===== src/rtl/fb_pkg.sv =====
// -----------------------------------------------------------------------------
// fb_pkg
// Shared definitions for the frame-buffer write path.
//   FB_AW / FB_DW    default frame-buffer address and pixel widths
//   OWN_*            encoding of the arbiter's owner output
//   arb_state_t      arbiter FSM state encoding
//   src_t            identifies which engine last held the port
//   owner_of()       maps an arbiter state onto the owner encoding
// -----------------------------------------------------------------------------
package fb_pkg;

    localparam int FB_AW = 20;
    localparam int FB_DW = 24;

    localparam logic [1:0] OWN_NONE = 2'd0;
    localparam logic [1:0] OWN_PIC  = 2'd1;
    localparam logic [1:0] OWN_CR   = 2'd2;

    // The state codes equal the owner codes, so owner is a direct view of the
    // state register. Code 2'b11 is unused and recovers to ARB_IDLE.
    typedef enum logic [1:0] {
        ARB_IDLE    = 2'd0,
        ARB_GNT_PIC = 2'd1,
        ARB_GNT_CR  = 2'd2
    } arb_state_t;

    typedef enum logic {
        SRC_PIC = 1'b0,
        SRC_CR  = 1'b1
    } src_t;

    function automatic logic [1:0] owner_of(input arb_state_t s);
        case (s)
            ARB_GNT_PIC: owner_of = OWN_PIC;
            ARB_GNT_CR:  owner_of = OWN_CR;
            default:     owner_of = OWN_NONE;
        endcase
    endfunction

endpackage


===== src/rtl/fb_wr_reg.sv =====
// -----------------------------------------------------------------------------
// fb_wr_reg
// Output register stage of the frame-buffer write arbiter. Captures the beat
// of whichever engine is being accepted this cycle and presents it on the FB
// write bus one cycle later.
//   clk, reset          clock; asynchronous active-high reset
//   sel_pic, sel_cr     one-hot: a PIC / CR beat is accepted this cycle
//   pic_addr, pic_data  PIC beat
//   cr_addr, cr_data    CR beat
//   fb_addr, fb_data    registered write address / pixel (held when idle)
//   fb_wen              registered write enable, one cycle per accepted beat
// -----------------------------------------------------------------------------
module fb_wr_reg
    import fb_pkg::*;
#(
    parameter int AW = FB_AW,
    parameter int DW = FB_DW
) (
    input  logic          clk,
    input  logic          reset,
    input  logic          sel_pic,
    input  logic          sel_cr,
    input  logic [AW-1:0] pic_addr,
    input  logic [DW-1:0] pic_data,
    input  logic [AW-1:0] cr_addr,
    input  logic [DW-1:0] cr_data,
    output logic [AW-1:0] fb_addr,
    output logic [DW-1:0] fb_data,
    output logic          fb_wen
);

    // A reset drops any beat sitting in this register; the requester has to
    // present it again once the arbiter is back up.
    always_ff @(posedge clk or posedge reset) begin
        if (reset) begin
            fb_wen  <= 1'b0;
            fb_addr <= '0;
            fb_data <= '0;
        end else begin
            fb_wen <= sel_pic | sel_cr;
            if (sel_pic) begin
                fb_addr <= pic_addr;
                fb_data <= pic_data;
            end else if (sel_cr) begin
                fb_addr <= cr_addr;
                fb_data <= cr_data;
            end
        end
    end

endmodule


===== src/rtl/fb_write_arbiter.sv =====
// -----------------------------------------------------------------------------
// fb_write_arbiter
// Shares the single frame-buffer write port between the picture drawer (PIC)
// and the clock renderer (CR). The port is granted in bursts with round-robin
// priority; a burst ends on a beat flagged last or after MAX_BURST beats,
// whichever comes first. Accepted beats reach the FB bus one cycle later.
//
// Handshake: x_req is "valid" and x_gnt is "ready". A beat transfers on every
// rising clock edge where x_req and x_gnt are both high. A requester keeps
// x_addr/x_data/x_last stable until its beat has transferred. Grants are
// decoded from the state register, so they never depend combinationally on
// the requests and at most one is high in any cycle.
//
// Ports
//   clk, reset                     clock; asynchronous active-high reset
//   pic_req/addr/data/last, pic_gnt   PIC beat channel and its grant
//   cr_req/addr/data/last,  cr_gnt    CR beat channel and its grant
//   fb_addr, fb_data, fb_wen       registered FB write port
//   owner                          0 none, 1 PIC, 2 CR; a view of the FSM state
//
// MAX_BURST is meaningful in the range 2..256.
// -----------------------------------------------------------------------------
module fb_write_arbiter
    import fb_pkg::*;
#(
    parameter int MAX_BURST = 16,
    parameter int AW        = FB_AW,
    parameter int DW        = FB_DW
) (
    input  logic          clk,
    input  logic          reset,
    input  logic          pic_req,
    input  logic [AW-1:0] pic_addr,
    input  logic [DW-1:0] pic_data,
    input  logic          pic_last,
    output logic          pic_gnt,
    input  logic          cr_req,
    input  logic [AW-1:0] cr_addr,
    input  logic [DW-1:0] cr_data,
    input  logic          cr_last,
    output logic          cr_gnt,
    output logic [AW-1:0] fb_addr,
    output logic [DW-1:0] fb_data,
    output logic          fb_wen,
    output logic [1:0]    owner
);

    localparam int CNT_W = (MAX_BURST > 2) ? $clog2(MAX_BURST) : 1;
    localparam logic [CNT_W-1:0] CNT_CAP = CNT_W'(MAX_BURST - 1);
    localparam logic [CNT_W-1:0] CNT_ONE = CNT_W'(1);

    arb_state_t       state, state_nxt;
    logic [CNT_W-1:0] beat_cnt, beat_cnt_nxt;
    src_t             last_owner, last_owner_nxt;

    logic pic_acc;
    logic cr_acc;
    logic cap_hit;

    assign pic_gnt = (state == ARB_GNT_PIC);
    assign cr_gnt  = (state == ARB_GNT_CR);
    assign owner   = owner_of(state);

    assign pic_acc = pic_gnt & pic_req;
    assign cr_acc  = cr_gnt & cr_req;

    // The beat being accepted now is the MAX_BURST-th of this grant.
    assign cap_hit = (beat_cnt == CNT_CAP);

    always_ff @(posedge clk or posedge reset) begin
        if (reset) begin
            state      <= ARB_IDLE;
            beat_cnt   <= '0;
            last_owner <= SRC_PIC;    // CR wins the first tie after reset
        end else begin
            state      <= state_nxt;
            beat_cnt   <= beat_cnt_nxt;
            last_owner <= last_owner_nxt;
        end
    end

    always_comb begin
        state_nxt      = state;
        beat_cnt_nxt   = beat_cnt;
        last_owner_nxt = last_owner;

        case (state)
            ARB_IDLE: begin
                if (pic_req && cr_req) begin
                    state_nxt = (last_owner == SRC_PIC) ? ARB_GNT_CR : ARB_GNT_PIC;
                end else if (pic_req) begin
                    state_nxt = ARB_GNT_PIC;
                end else if (cr_req) begin
                    state_nxt = ARB_GNT_CR;
                end
            end

            ARB_GNT_PIC: begin
                if (pic_req) begin
                    if (pic_last || cap_hit) begin
                        // Burst end. A last beat that also hits the cap is
                        // still a single burst end.
                        beat_cnt_nxt   = '0;
                        last_owner_nxt = SRC_PIC;
                        if (cr_req) begin
                            state_nxt = ARB_GNT_CR;
                        end else if (!pic_last) begin
                            state_nxt = ARB_GNT_PIC;   // cap hit, nobody waiting
                        end else begin
                            state_nxt = ARB_IDLE;
                        end
                    end else begin
                        beat_cnt_nxt = beat_cnt + CNT_ONE;
                    end
                end else if (cr_req) begin
                    // Owner stalled while the other engine waits: hand over.
                    beat_cnt_nxt   = '0;
                    last_owner_nxt = SRC_PIC;
                    state_nxt      = ARB_GNT_CR;
                end
            end

            ARB_GNT_CR: begin
                if (cr_req) begin
                    if (cr_last || cap_hit) begin
                        beat_cnt_nxt   = '0;
                        last_owner_nxt = SRC_CR;
                        if (pic_req) begin
                            state_nxt = ARB_GNT_PIC;
                        end else if (!cr_last) begin
                            state_nxt = ARB_GNT_CR;
                        end else begin
                            state_nxt = ARB_IDLE;
                        end
                    end else begin
                        beat_cnt_nxt = beat_cnt + CNT_ONE;
                    end
                end else if (pic_req) begin
                    beat_cnt_nxt   = '0;
                    last_owner_nxt = SRC_CR;
                    state_nxt      = ARB_GNT_PIC;
                end
            end

            default: begin
                state_nxt    = ARB_IDLE;
                beat_cnt_nxt = '0;
            end
        endcase
    end

    fb_wr_reg #(
        .AW (AW),
        .DW (DW)
    ) u_wr_reg (
        .clk      (clk),
        .reset    (reset),
        .sel_pic  (pic_acc),
        .sel_cr   (cr_acc),
        .pic_addr (pic_addr),
        .pic_data (pic_data),
        .cr_addr  (cr_addr),
        .cr_data  (cr_data),
        .fb_addr  (fb_addr),
        .fb_data  (fb_data),
        .fb_wen   (fb_wen)
    );

endmodule


===== config.mk =====
export PLATFORM = sky130hd
export DESIGN_NAME = fb_write_arbiter
export DESIGN_NICKNAME = d
export VERILOG_FILES = /design/src/rtl/fb_pkg.sv /design/src/rtl/fb_wr_reg.sv /design/src/rtl/fb_write_arbiter.sv
export SDC_FILE = /design/constraint.sdc
export NUM_CORES = 1
export LEC_CHECK = 0
export CAP_MARGIN = 25
export CORE_AREA = 2 2 83 85
export DETAILED_ROUTE_END_ITERATION = 7
export DIE_AREA = 0 0 85 87
export GPL_ROUTABILITY_DRIVEN = 0
export PLACE_DENSITY = 0.95
export SYNTH_ARGS = -nofsm -noshare
export SYNTH_HDL_FRONTEND = slang
export SYNTH_HIERARCHICAL = 1
export SYNTH_SLANG_ARGS = --single-unit
export TNS_END_PERCENT = 20

===== constraint.sdc =====
create_clock -name clk -period 3.4 [get_ports clk]
set_input_delay 0.51 -clock clk [delete_from_list [all_inputs] [get_ports clk]]
set_output_delay 0.51 -clock clk [all_outputs]
set_load 0.02 [all_outputs]

# Word-level counts from Yosys, hierarchy flattened
# Cells that the tools add are included.
word_totals:
  ff_bits: 52
  latchBits: 0
  ramBits: 0
  mem_bits_ro: 0
  input_bits: 94
  out_inout_bits: 49
  elab_cells: 60
  mem_count: 0
classes:
  addsub: 1
  n_mul: 0
  div: 0
  n_lt_le_gt_ge: 0
  n_eq_ne: 7
  n_shift: 0
  n_mux: 33
  bitwise_logic: 4
  n_reduce_logical: 9
op_table:
  columns: ["operator", "n"]
  rows:
  - ["24-bit two-way mux", 2]
  - ["20-bit two-way mux", 2]
  - ["2-bit two-way mux", 12]
  - ["4-bit two-way mux", 6]
  - ["4-bit case mux with 3 select lines", 1]
  - ["3-bit by 2-bit != test with 1-bit output (second input constant)", 3]
  - ["1-bit two-way mux", 7]
  - ["2-bit case mux with 3 select lines", 1]
  - ["3-bit AND reduction", 2]
  - ["5-bit AND reduction", 1]
  - ["4-bit by 1-bit adder with 4-bit output (second input constant)", 1]
  - ["4-bit equality test (second input constant)", 1]
  - ["2-bit case mux with 2 select lines", 1]
  - ["2-bit nonzero test", 2]
  - ["3-bit != test (second input constant)", 1]
  - ["1-bit AND", 2]
  - ["2-bit by 1-bit equality test with 1-bit output (second input constant)", 1]
  - ["2-bit equality test (second input constant)", 1]
  - ["2-bit logical NOT", 1]
  - ["1-bit logical OR", 2]
  - ["1-bit case mux with 2 select lines", 1]
  - ["1-bit logical AND", 1]
  - ["1-bit inverter", 1]
  - ["1-bit OR", 1]

# Longest topological paths before layout
# Gate-level depths: netlist of run 1.
depth:
  word_depth: 5
  mapped_depth: 8
  ltp_nobuf: 6

# Hierarchy
# Netlist of run 1, hierarchy kept.
by_module_without_submodules:
  columns: ["mod", "instances", "cells_each", "area_per_inst_um2", "seq_area_each_um2"]
  rows:
  - ["fb_wr_reg", 1, 194, 2113.3, 1126.1]
  - ["fb_write_arbiter", 1, 69, 620.6, 175.2]

# Worst setup path after synthesis of run 1
# No wires, ideal clock.
synth_path:
  path_type: "reg2reg"
  startpoint: "register state[0]"
  endpoint: "register u_wr_reg.fb_addr[16]"
  setup_time_ps: 129
  t_arrival_ps: 1693
  required_time_ps: 3271
  slack_ps: 1577
  stages_incl_launch_ff: 9
  cell_sequence: "dfrtp_1 > inv_1 > ha_1 > buf_4 > and2_1 > buf_6 > buf_12 > mux2i_1 > o21ai_2"
synth_between:
  elab_chain_len: 3
  word_cells_on_any_way: 6
synth_lines:
  columns: ["item", "line_no", "source"]
  rows:
  - ["start: declaration", "fb_write_arbiter.sv:52", "arb_state_t state, state_nxt;"]
  - ["start signal: assignment", "fb_write_arbiter.sv:76", "state <= state_nxt;"]
  - ["2-bit equality test", "fb_write_arbiter.sv:61", "assign cr_gnt = (state == ARB_GNT_CR);"]
  - ["via cr_gnt", "fb_write_arbiter.sv:41", "output logic cr_gnt,"]
  - ["1-bit AND", "fb_write_arbiter.sv:65", "assign cr_acc = cr_gnt & cr_req;"]
  - ["via cr_acc", "fb_write_arbiter.sv:57", "logic cr_acc;"]
  - ["2-bit nonzero test (no source line)", null, null]
  - ["end signal: assignment", "fb_wr_reg.sv:42", "fb_addr <= pic_addr;"]
  - ["end signal: assignment", "fb_wr_reg.sv:45", "fb_addr <= cr_addr;"]
  - ["end: declaration", "fb_wr_reg.sv:27", "output logic [AW-1:0] fb_addr,"]
# The timed path passes the listed nets, and every way through them passes these cells.
# A chain may end at the register's enable or synchronous reset.

# Worst setup path in the final report of run 1
layout_path:
  startpoint: "register state[0]"
  endpoint: "output port owner[1]"
layout_between:
  elab_chain_len: 2
  word_cells_on_any_way: 3
layout_lines:
  columns: ["item", "line_no", "source"]
  rows:
  - ["2-bit equality test / 2-bit by 1-bit equality test with 1-bit output (equally long branches)", "fb_pkg.sv:33", "case (s)"]
  - ["2-bit case mux with 2 select lines (*)", "fb_pkg.sv:33", null]
  - ["end: declaration", "fb_write_arbiter.sv:45", "output logic [1:0] owner"]
# Every way passes the cells marked *; elsewhere a longest branch is shown, timed or not.

==> impl_metrics.toml, run 1 <==
[status]
status = "finished, final reports clean"

[critical_path]
critPathRequiredTime_ns = 2.89
timing.reg2reg.setup_slack_ns = 1.26
cp_max_fo = 12
critPathMaxStageDelay_ns = 0.69
rr_startpoint = "state[1]"
arrival_ns = 1.97
crit_type = "reg2out"
path_cells = "inv_1 -> ha_1 -> clkdlybuf4s50_1"
cp-endpoint = "owner[1]"
reg2reg_depth = 6
critPathLaunch = "state[0]"
cp_slowest_cell = "clkdlybuf4s50_1"
end_kind = "output pin"
r2r-end = "u_wr_reg/fb_addr[6]"
startpoint_type = "flop"

[hold_path]
hold_class = "in2async"

[power]
p_per_area_nw_per_um2 = 800.7
p_clk_share_pct = 12.7
p_seq_share_pct = 31.3
swShare_pct = 38.93
internal-power_mw = 2.089
comb_power_share_pct = 56.0
ir_drop_v = 0.0004527
switchingPower_mw = 1.332
p_leak_nw = 1.681

[die]
num_rows = 30
die_area_sq_um = 7395
ios = 143
coreArea_sq_um = 6569
fp.dieH_microns = 87
start_util_pct = 41.62
die_w_microns = 85

[layout]
diodes = 0
fin_nets = 496
final_common_cell = "clkdlybuf4s50_1"
multi_input_area_sq_um = 1241
layout_common_cells = "clkdlybuf4s50_1, dfrtp_1, nand2_1"
seq_area_sq_um = 1301
area_growth_pct = 56.25
drive_gt1_share_pct = 5.779
fillers = 505

[sta]
period_share_pct = 72.89
skew_ns = 0.006827
rsz0062_at_grt = "no"
finalSetupTns_ns = 0
worst_slew_pin_slew_ns = 0.6219
setup_viol = 0
period_minus_slack_ns = 2.478
slew_viol_final = 0
slew_headroom_pct = 58.54
fmax_mhz = 403.5
setup_ws_ns = 0.9219
finalHoldViolCount = 0

[clocking]
ctsHoldBuffers = 0
htree_levels = 2
cts.repair.resized = 0
postCtsSetupBuffers = 0
clkSinkCount = 52
cts_buffers = 5
cts_root_buf = "clkbuf_8"
clock_latency_ns = 0.29
ctsLongestPathBuffers = 2
path_clk_slew_ns = 0.09
cts_tree = "yes"

[logic_synthesis]
synth_cell_types = 39
synth_edf_count = 0
mappedNetlistArea_sq_um = 2734
yosys.area.top_type = "dfrtp_1"
async_flop_share_pct = 100.0
yosysWarnings = 6
syn_nets = 362
synth_top_area_share_pct = 47.60
ys.flop_type = "dfrtp_1"
avgSynthCellArea_sq_um = 10.39
syn_inst = 263
synthTopCellsByArea = "dfrtp_1, mux2i_1, o21ai_1, nand2_1, buf_12"
ys_seq_area_share_pct = 47.60
synth_seq_cells = 52

[placed_design]
port_buffers = 142
hpwl_mm = 5.756
post-place-ws_ns = 1.059

[routing]
viasPerCell = 5.040
route.detailed.drc = 0
wl_per_cell_microns = 15.59
route.vias.total = 2409
drtAntennaViolNets = 0
dr.pass1.iters = 4
drt-total-wl_mm = 7.454
drt_iter0_drc = 92

[global_routing]
grt_usage_pct = 19.69
grt_pass1_vias = 2474
gr-total-overflow = 0
antenna_found_initial = 0
grt_max_degree = 57
grt_first_pass_wirelength_mm = 11.72

[flow_run]
max_cap_violations = 0
-- cells in the mapped netlist (all sizes together), types with 2 or more instances --
master and number:
nand3b 2, and2 2, or2 2, nand2 47, dfrtp 52, inv 7, nand2b 5, o21ai 49
ha 5, buf 13, nor2b 5, nor3 2, clkbuf 5, a21oi 4, nand3 3, mux2i 44
o22ai 2
-- layer usage --
metal | global-route usage (%) | up-vias | routed length [microns] | share of wire (%)
li1 | - | 1176 | - | -
met1 | 22.77 | 1132 | 2904 | 39
met2 | 37.07 | 88 | 3945 | 53
met3 | 3.697 | 13 | 474 | 6.4
met4 | 5.483 | 0 | 129 | 1.7
met5 | 0 | - | 0 | 0
-- logic make-up (layout without fill, tap and decap cells) --
kind of cell | Yosys count | count (layout) | share of synthesized area [%]
AO/OA/AOI/OAI | 64 | 64 | 14.01
adder cells (fa/ha/maj) | 5 | 5 | 2.288
multiplexers | 45 | 45 | 16.66
buffers and inverters | 25 | 160 | 7.048
flip-flops | 52 | 52 | 47.60
AND/OR/NAND/NOR | 72 | 72 | 12.40
-- through the flow --
step | std cells | hold WS, ns | util, % | power, mW | cell area (sq um)
6_report | 478 | 0.4175 | 65.03 | 3.420 | 4272
5_1_grt | 478 | 0.4253 | 65.03 | 3.632 | 4272
4_1_cts | 477 | 0.4890 | 64.72 | 3.456 | 4252
3_5_place_dp | 469 | 0.5085 | 62.88 | 3.010 | 4130
3_3_place_gp | 469 | 0.4937 | 62.88 | 2.925 | 4130
2_1_floorplan | 263 | 0.3134 | - | 2.199 | 2734
-- sequential cells by signal, summed over array words and instances (netlist names) --
name and cells:
state 2, last_owner 1, beat_cnt 4, u_wr_reg/fb_data 24
u_wr_reg/fb_wen 1, u_wr_reg/fb_addr 20
-- worst min path at each step --
stage / startpoint / end / slack, ns
floorplan: reset / beat_cnt[0] / 0.31
global placement: beat_cnt[0] / beat_cnt[0] / 0.49
detailed placement: beat_cnt[0] / beat_cnt[0] / 0.51
CTS: reset / beat_cnt[1] / 0.49
global route: reset / u_wr_reg/fb_data[20] / 0.43
finish: reset / u_wr_reg/fb_data[19] / 0.42
-- power by group through the flow --
| stage | Combinational (mW) | Clock (mW) | Sequential, mW |
|---|---|---|---|
| floorplan | 0.810 | 0 | 1.39 |
| global placement | 1.87 | 0 | 1.06 |
| detailed placement | 1.93 | 0 | 1.08 |
| CTS | 1.93 | 0.454 | 1.07 |
| global route | 2.05 | 0.477 | 1.10 |
| finish | 1.92 | 0.434 | 1.07 |
-- worst max-delay path, delay by kind of cell, from the launching register on --
family / cells / cell delay [ns]
buf+inv: 2 / 0.81
fa+ha+maj: 1 / 0.43
flops: 1 / 0.43
-- cell type report --
class	instances	share of cell area, %
Clock buffer	6	1.933
Clock inverter	2	0.9080
Sequential cell	52	30.46
Tap cell	80	2.343
Multi-Input combinational cell	186	29.06
Inverter	7	0.6151
Timing Repair Buffer	145	34.68
Power figures use the tool's default switching activity.
==> inputs of run 2 (changes only) <==
Settings changed: CORE_AREA 2 2 83 85 to 2 2 91 93, DIE_AREA 0 0 85 87 to 0 0 93 95, PLACE_DENSITY 0.95 to 0.85.
Clock period 3.4 ns to 2.2 ns, I/O delays scaled along.
==> impl_metrics.toml, run 2 (synthesized netlist as in run 1, its figures left out) <==
[global_routing]
grt_pass1_vias = 2256
antenna_found_initial = 0
grt_max_degree = 46
grt_usage_pct = 15.82
grt_first_pass_wirelength_mm = 11.17
gr-total-overflow = 0

[clocking]
path_clk_slew_ns = 0.09
cts_buffers = 5
cts_root_buf = "clkbuf_8"
cts_tree = "yes"
clock_latency_ns = 0.29
clkSinkCount = 52
ctsLongestPathBuffers = 2
htree_levels = 2
ctsHoldBuffers = 0

[hold_path]
hold_class = "in2async"

[routing]
drt_iter0_drc = 83
dr.pass1.iters = 4
route.vias.total = 2386
wl_per_cell_microns = 14.62
viasPerCell = 4.725
drt-total-wl_mm = 7.385
route.detailed.drc = 0
drtAntennaViolNets = 0

[layout]
final_common_cell = "clkdlybuf4s50_1"
biggestRegsByFlops = "u_wr_reg/fb_data x24, u_wr_reg/fb_addr x20, beat_cnt x4"
drive_gt1_share_pct = 6.500
largest_reg_flops = 24
fin_nets = 498
area_growth_pct = 57.12
top_register = "u_wr_reg/fb_data"
diodes = 0
finish.utilization_pct = 54.18
layout_common_cells = "clkdlybuf4s50_1, dfrtp_1, nand2_1"

[die]
ios = 143
num_rows = 33
die_area_sq_um = 8835
start_util_pct = 34.49
coreArea_sq_um = 7928
die_w_microns = 93
fp.dieH_microns = 95

[critical_path]
r2r-end = "u_wr_reg/fb_addr[8]"
end_kind = "output pin"
timing.reg2reg.setup_slack_ns = 0.32
startpoint_type = "flop"
crit_type = "reg2out"
cp_slowest_cell = "clkdlybuf4s50_1"
reg2reg_depth = 6
critPathRequiredTime_ns = 1.87
critPathLaunch = "state[1]"
cp_max_fo = 9
arrival_ns = 1.77
path_cells = "inv_1 -> ha_2 -> clkdlybuf4s50_1"
critPathMaxStageDelay_ns = 0.64
rr_startpoint = "state[0]"

[sta]
slew_viol_final = 0
skew_ns = 0.007364
fmax_mhz = 475.5
period_minus_slack_ns = 2.103
rsz0062_at_grt = "no"
setup_viol = 0
finalHoldViolCount = 0
period_share_pct = 95.60
finalSetupTns_ns = 0
worst_slew_pin_slew_ns = 0.4883
slew_headroom_pct = 67.40

[power]
p_leak_nw = 1.695
ir_drop_v = 0.0005577
p_per_area_nw_per_um2 = 1195

[status]
status = "finished, final reports clean"

[placed_design]
hpwl_mm = 5.576
port_buffers = 142

[flow_run]
max_cap_violations = 0
## run 2: repair_timing
action / in CTS / in global routing
resized for setup: 2 / 2
setup buffers: 0 / 0
endpoints found under the setup margin: 4 / 2
## run 2: critical path, delay by kind of cell, from the launching register on
family	cells	cell delay [ns]
adder cells (fa/ha/maj)	1	0.29
buffers and inverters	2	0.74
flip-flops	1	0.44
## run 2: cell type report
cell class | count | area, sq um
clock inverters | 2 | 16.27
inverters | 7 | 26.28
multi-input cells | 186 | 1246
fillers | 708 | 3632
clock buffers | 6 | 72.57
repair buffers | 147 | 1501
flip-flops and latches | 52 | 1301
well taps | 105 | 131.4
## run 2: how the worst max path moves through the flow
stage	endpoint	slack (ns)	cells after the start
final	pic_gnt	0.1	3
after global routing	owner[0]	0.02	3
after CTS	cr_gnt	0.01	3
after detailed placement	u_wr_reg/fb_addr[12]	0.21	6
after global placement	u_wr_reg/fb_data[8]	0.29	6
after floorplan	u_wr_reg/fb_addr[16]	0.38	8
## run 2: routing by layer
metal | vias up | global-route usage, % | share of wire (%)
li1 | 1184 | - | -
met1 | 1119 | 21.36 | 44
met4 | 0 | 2.574 | 0.49
met5 | - | 0 | 0
met2 | 79 | 26.69 | 49
met3 | 4 | 3.352 | 6.6
## run 2: report_power, final
| part | internal (mW) | leakage [nW] | switching, mW | total, mW |
|---|---|---|---|---|
| Sequential | 1.40 | 0.642 | 0.230 | 1.63 |
| Clock | 0.227 | 0.0414 | 0.318 | 0.546 |
| Combinational | 1.46 | 1.01 | 1.49 | 2.95 |
| Total | 3.09 | 1.70 | 2.04 | 5.13 |
## run 2: metrics by stage
step	setup WS (ns)	hold slack, ns	total power, mW	instance area (sq um)	std cells
floorplan	0.3774	0.1334	3.398	2734	263
global placement	0.2911	0.5002	4.539	4197	497
detailed placement	0.2119	0.4956	4.622	4197	497
CTS	0.01237	0.3309	5.186	4290	505
global route	0.01722	0.3500	5.480	4295	505
finish	0.09676	0.3274	5.131	4295	505
==> inputs of run 3 (changes only) <==
Settings changed: RECOVER_POWER set to 25.
==> impl_metrics.toml, run 3 (synthesized netlist as in run 1, its figures left out) <==
[layout]
largest_reg_flops = 24
drive_gt1_share_pct = 6.250
layout_common_cells = "clkdlybuf4s50_1, dfrtp_1, nand2_1"
top_register = "u_wr_reg/fb_data"
final_common_cell = "clkdlybuf4s50_1"
area_growth_pct = 56.57
biggestRegsByFlops = "u_wr_reg/fb_data x24, u_wr_reg/fb_addr x20, beat_cnt x4"
finish.utilization_pct = 53.99
fillers = 710
multi_input_area_sq_um = 1246
diodes = 0
seq_area_sq_um = 1301
fin_nets = 498

[sta]
setup_viol = 0
period_minus_slack_ns = 2.103
slew_viol_final = 0
rsz0062_at_grt = "no"
worst_slew_pin_slew_ns = 0.8179
skew_ns = 0.006579
finalSetupTns_ns = 0
finalHoldViolCount = 0
fmax_mhz = 475.5
setup_ws_ns = 0.09675
period_share_pct = 95.60
slew_headroom_pct = 45.41

[critical_path]
cp_max_fo = 9
critPathRequiredTime_ns = 1.87
cp-endpoint = "pic_gnt"
timing.reg2reg.setup_slack_ns = 0.32
cp_slowest_cell = "clkdlybuf4s50_1"
startpoint_type = "flop"
reg2reg_depth = 6
crit_type = "reg2out"
arrival_ns = 1.77
critPathMaxStageDelay_ns = 0.64
critPathLaunch = "state[1]"
path_cells = "inv_1 -> ha_2 -> clkdlybuf4s50_1"
rr_startpoint = "state[0]"
end_kind = "output pin"
r2r-end = "u_wr_reg/fb_addr[8]"

[placed_design]
post-place-ws_ns = 0.2119
port_buffers = 142
hpwl_mm = 5.576

[hold_path]
hold_class = "in2async"

[routing]
route.vias.total = 2381
drt-total-wl_mm = 7.393
met1Wirelength_mm = 3.213
met2_length_mm = 3.654
viasPerCell = 4.715
dr.pass1.iters = 4
top_layer = "met4"
wl_per_cell_microns = 14.64
drt_iter0_drc = 86
route.detailed.drc = 0
drtAntennaViolNets = 0
wl_met3_microns = 488

[clocking]
clkSinkCount = 52
ctsHoldBuffers = 0
htree_levels = 2
ctsLongestPathBuffers = 2
cts_buffers = 5
cts_root_buf = "clkbuf_8"
cts_tree = "yes"
clock_latency_ns = 0.29
path_clk_slew_ns = 0.09
postCtsSetupBuffers = 0

[die]
ios = 143
coreArea_sq_um = 7928
fp.dieH_microns = 95
num_rows = 33
start_util_pct = 34.49
die_w_microns = 93
die_area_sq_um = 8835

[global_routing]
antenna_found_initial = 0
gr-total-overflow = 0
grt_usage_pct = 15.82
grt_first_pass_wirelength_mm = 11.17
grt_pass1_vias = 2256
grt_max_degree = 46

[power]
p_leak_nw = 1.691
p_per_area_nw_per_um2 = 1198
ir_drop_v = 0.0005577

[flow_run]
max_cap_violations = 0

[status]
status = "finished, final reports clean"
## run 3: cell type report
cell class / instances / area share, %
clock inverter: 2 / 0.3800
timing repair buffer: 147 / 34.73
multi-input combinational: 186 / 29.11
sequential: 52 / 30.40
tap: 105 / 3.069
clock buffer: 6 / 1.695
inverter: 7 / 0.6139
## run 3: worst max-delay path: cells and delay by family, from the launching register on
kind / cells / cell delay (ns)
adder cells (fa/ha/maj): 1 / 0.29
flip-flops: 1 / 0.44
buffers and inverters: 2 / 0.74
## run 3: where the power goes
group          leakage [nW]  internal, mW  switching [mW]  total (mW)
sequential            0.642          1.40           0.230        1.63
combinational          1.01          1.46            1.49        2.95
clock                0.0414         0.227           0.318       0.545
total                  1.69          3.09            2.04        5.13
## run 3: how the worst min path moves through the flow
stage | from | endpoint | slack [ns] | cells past startpoint
finish | reset | beat_cnt[3] | 0.44 | 2
global route | reset | last_owner | 0.46 | 2
CTS | reset | beat_cnt[3] | 0.33 | 2
detailed placement | beat_cnt[0] | beat_cnt[0] | 0.50 | 1
global placement | beat_cnt[0] | beat_cnt[0] | 0.50 | 1
floorplan | reset | beat_cnt[0] | 0.13 | 1
## run 3: layer usage
metal / global-route usage, % / up-vias
li1: - / 1185
met1: 21.36 / 1113
met2: 26.69 / 79
met3: 3.352 / 4
met4: 2.574 / 0
met5: 0 / -
## run 3: per-stage QoR
step | instance area, sq um | hold WS, ns | power, mW | std cells
after floorplan | 2734 | 0.1334 | 3.398 | 263
after global placement | 4197 | 0.5002 | 4.539 | 497
after detailed placement | 4197 | 0.4956 | 4.622 | 497
after CTS | 4290 | 0.3309 | 5.186 | 505
after global routing | 4280 | 0.4593 | 5.476 | 505
final | 4280 | 0.4417 | 5.126 | 505
## run 3: what timing repair did
item                                    in CTS  in global routing
endpoints found under the setup margin       4                  2
hold endpoints to repair                     0                  0
gates resized for setup                      2                  2
==> RTL edit, RTL diff (config.mk and constraints of run 3) <==
Make the reset (`reset`) synchronous in 2 clocked blocks. Comments in the files are not updated.
--- a/src/rtl/fb_wr_reg.sv
+++ b/src/rtl/fb_wr_reg.sv
@@ -31,7 +31,7 @@
 
     // A reset drops any beat sitting in this register; the requester has to
     // present it again once the arbiter is back up.
-    always_ff @(posedge clk or posedge reset) begin
+    always_ff @(posedge clk) begin
         if (reset) begin
             fb_wen  <= 1'b0;
             fb_addr <= '0;
--- a/src/rtl/fb_write_arbiter.sv
+++ b/src/rtl/fb_write_arbiter.sv
@@ -67,7 +67,7 @@
     // The beat being accepted now is the MAX_BURST-th of this grant.
     assign cap_hit = (beat_cnt == CNT_CAP);
 
-    always_ff @(posedge clk or posedge reset) begin
+    always_ff @(posedge clk) begin
         if (reset) begin
             state      <= ARB_IDLE;
             beat_cnt   <= '0;
Function: differs if reset is asserted again (counterexample within 4 cycles, from zero or initial values and one cycle with reset high); with reset held inactive, the same outputs for 4 cycles.
==> RTL edit against run 3 <==
Critical path depth unchanged. Sequential share of layout area decreased by 5.9 points. Setup slack got worse by 0.0043 ns. Routed wire length increased by 1.2%. Synthesized area decreased by 1.6%. Die area unchanged. Cell area decreased by 0.73%. Power decreased by 22%. Clock power increased by 18%. Sequential cell count unchanged. Register-to-register slack got worse by 0.12 ns. Clock skew decreased by 0.0019 ns. Critical endpoint is now cr_gnt. Largest power group unchanged. Highest routed layer unchanged.
==> RTL edit: results (changes against run 3) <==
----------------------------------------------------
[Status]
  Run status ... finished clean

[Cells and area]
  Number of fill cells in the layout ... 726 (+2.3%)
  Multi-input combinational cell count ... 187 (+0.54%)
  ClkCell Share ... 2.53% (+0.46 points)
  Seq. cell area ... 1040 um2 (-20%)
  Share of the final layout cell area in multi-input gates ... 34.3% (+5.2 points)
  Proportion of layout cells with a drive suffix above 1 ... 5.25% (-1.0 points)
  Top Registers ... u_wr_reg/fb_data x24, u_wr_reg/fb_addr x20, beat_cnt x4
  Layout clock buffer count ... 6 (unchanged)
  NonClk Buf Share ... 34.9% (+0.20 points)
  Count of plain and timing-repair buffers in the layout ... 146 (-0.68%)

[GRT]
  Met2 layer usage reported by global route ... 31.9% (+5.3 points)
  Met3 demand-to-capacity share in global routing ... 3.99% (+0.64 points)
  GRT Overall Usage ... 16.2% (+0.40 points)
  Largest net degree at the start of global routing ... 53 (+15%)
  Number of antenna violations at the first check in global routing ... 0 (unchanged)
  Met1 Resource Use GR ... 17.6% (-3.8 points)
  Global-route wire length before repair ... 11.6 mm (+3.8%)

[Logic synthesis]
  Async set-or-reset flop fraction in the synthesized netlist ... 0% (-100 points)
  Main area contributors after synthesis ... sky130_fd_sc_hd__dfxtp_1, sky130_fd_sc_hd__mux2i_1, sky130_fd_sc_hd__a211oi_1, sky130_fd_sc_hd__nor2b_1, sky130_fd_sc_hd__buf_12
  Flip-flop and latch count after synthesis ... 52 (unchanged)
  Cell variety after synth ... 44 (+13%)
  Synthesized Nets ... 366 (+1.1%)
  Synthesized area per cell ... 10.1 um2 (-3.1%)
  Share of synthesized area occupied by flip-flops and latches ... 38.7% (-8.9 points)
  Synth cell count leaders ... sky130_fd_sc_hd__dfxtp_1, sky130_fd_sc_hd__mux2i_1, sky130_fd_sc_hd__nor2b_1

[Drt]
  Drt first-iter violations ... 52 (-40%)
  DR vias ... 2480 (+4.2%)
  Detailed-route wire length ... 7.48 mm (+1.2%)
  Sum of routed wire segments on met1 ... 3.03 mm (-5.7%)
  Total met2 wirelength after detailed routing ... 3.95 mm (+8.1%)
  Wire length on met3 ... 458 um (-6.1%)

[STA]
  Post-route clock skew ... 0.00464 ns (-0.00194 ns)
  Final-layout worst hold slack ... 0.472 ns (+0.0303 ns)

[Place]
  Half-perimeter wire length after detailed placement ... 5.43 mm (-2.6%)

[Power]
  Leakage power figure ... 1.53 nW (-9.3%)
  Worst voltage drop across the vdd grid ... 517 uV (-7.3%)

[Setup path]
  Reg2Reg Launch Point ... state[0]
  Internal reg-to-reg setup slack ... 0.20 ns (-0.12 ns)
  Peak fanout along the critical path ... 10 (+1)
  Stage delay of the slowest cell on the critical path ... 0.67 ns (+0.03 ns)
  Destination of the worst register-to-register timing path ... state[1]

[Clocking]
  Post-CTS resize count ... 0 (-2)
  Root Buffer ... sky130_fd_sc_hd__clkbuf_8
  Number of H-tree branching levels ... 2 (unchanged)

[Worst hold path]
  Hold endpoint ... state[0]
  Min-Delay Path Class ... in2reg

----------------------------------------------------
## RTL edit: cell types whose count changed in the layout (fill, tap and decap cells not counted), sizes merged, moves of 4 or more
cell	change
nand2	-43
a211oi	+45
nor2b	+39
dfrtp	-52
nor2	+4
dfxtp	+52
clkdlybuf4s50	-22
dlygate4sd3	+23
o21ai	-47
## RTL edit: stage by stage
step / area, um2 / utilization [%] / setup WS (ns)
2_1_floorplan: 2690 / - / 0.314
3_5_place_dp: 4140 / 52.2 / 0.164
3_3_place_gp: 4140 / 52.2 / 0.199
5_1_grt: 4250 / 53.6 / 0.00167
4_1_cts: 4250 / 53.6 / 0.0765
6_report: 4250 / 53.6 / 0.0924
## RTL edit: kinds of logic (layout without fill, tap and decap cells)
family	after synthesis	count (layout)	synth area share, %
adder cells (fa/ha/maj)	5	5	2.33
buffers and inverters	28	161	7.07
multiplexers	46	46	17.2
flip-flops	52	52	38.7
AND/OR/NAND/NOR	69	69	16.0
AO/OA/AOI/OAI	67	67	18.7
## RTL edit: worst max path at each step
stage                           end  slack, ns  depth (start not counted)  startpoint
6_report                     cr_gnt       0.09                          3    state[0]
5_1_grt                    owner[1]      0.002                          3    state[0]
4_1_cts                      cr_gnt       0.08                          3    state[0]
3_5_place_dp   u_wr_reg/fb_data[19]       0.16                          4     pic_req
3_3_place_gp               state[1]       0.20                          5      cr_req
2_1_floorplan              state[1]       0.31                          6    state[0]
## RTL edit: power breakdown
part / internal, mW / switching [mW] / leakage (nW) / total [mW]
logic: 1.03 / 0.998 / 1.05 / 2.03
registers: 1.18 / 0.129 / 0.424 / 1.31
clock network: 0.338 / 0.304 / 0.0552 / 0.642
total: 2.55 / 1.43 / 1.53 / 3.98
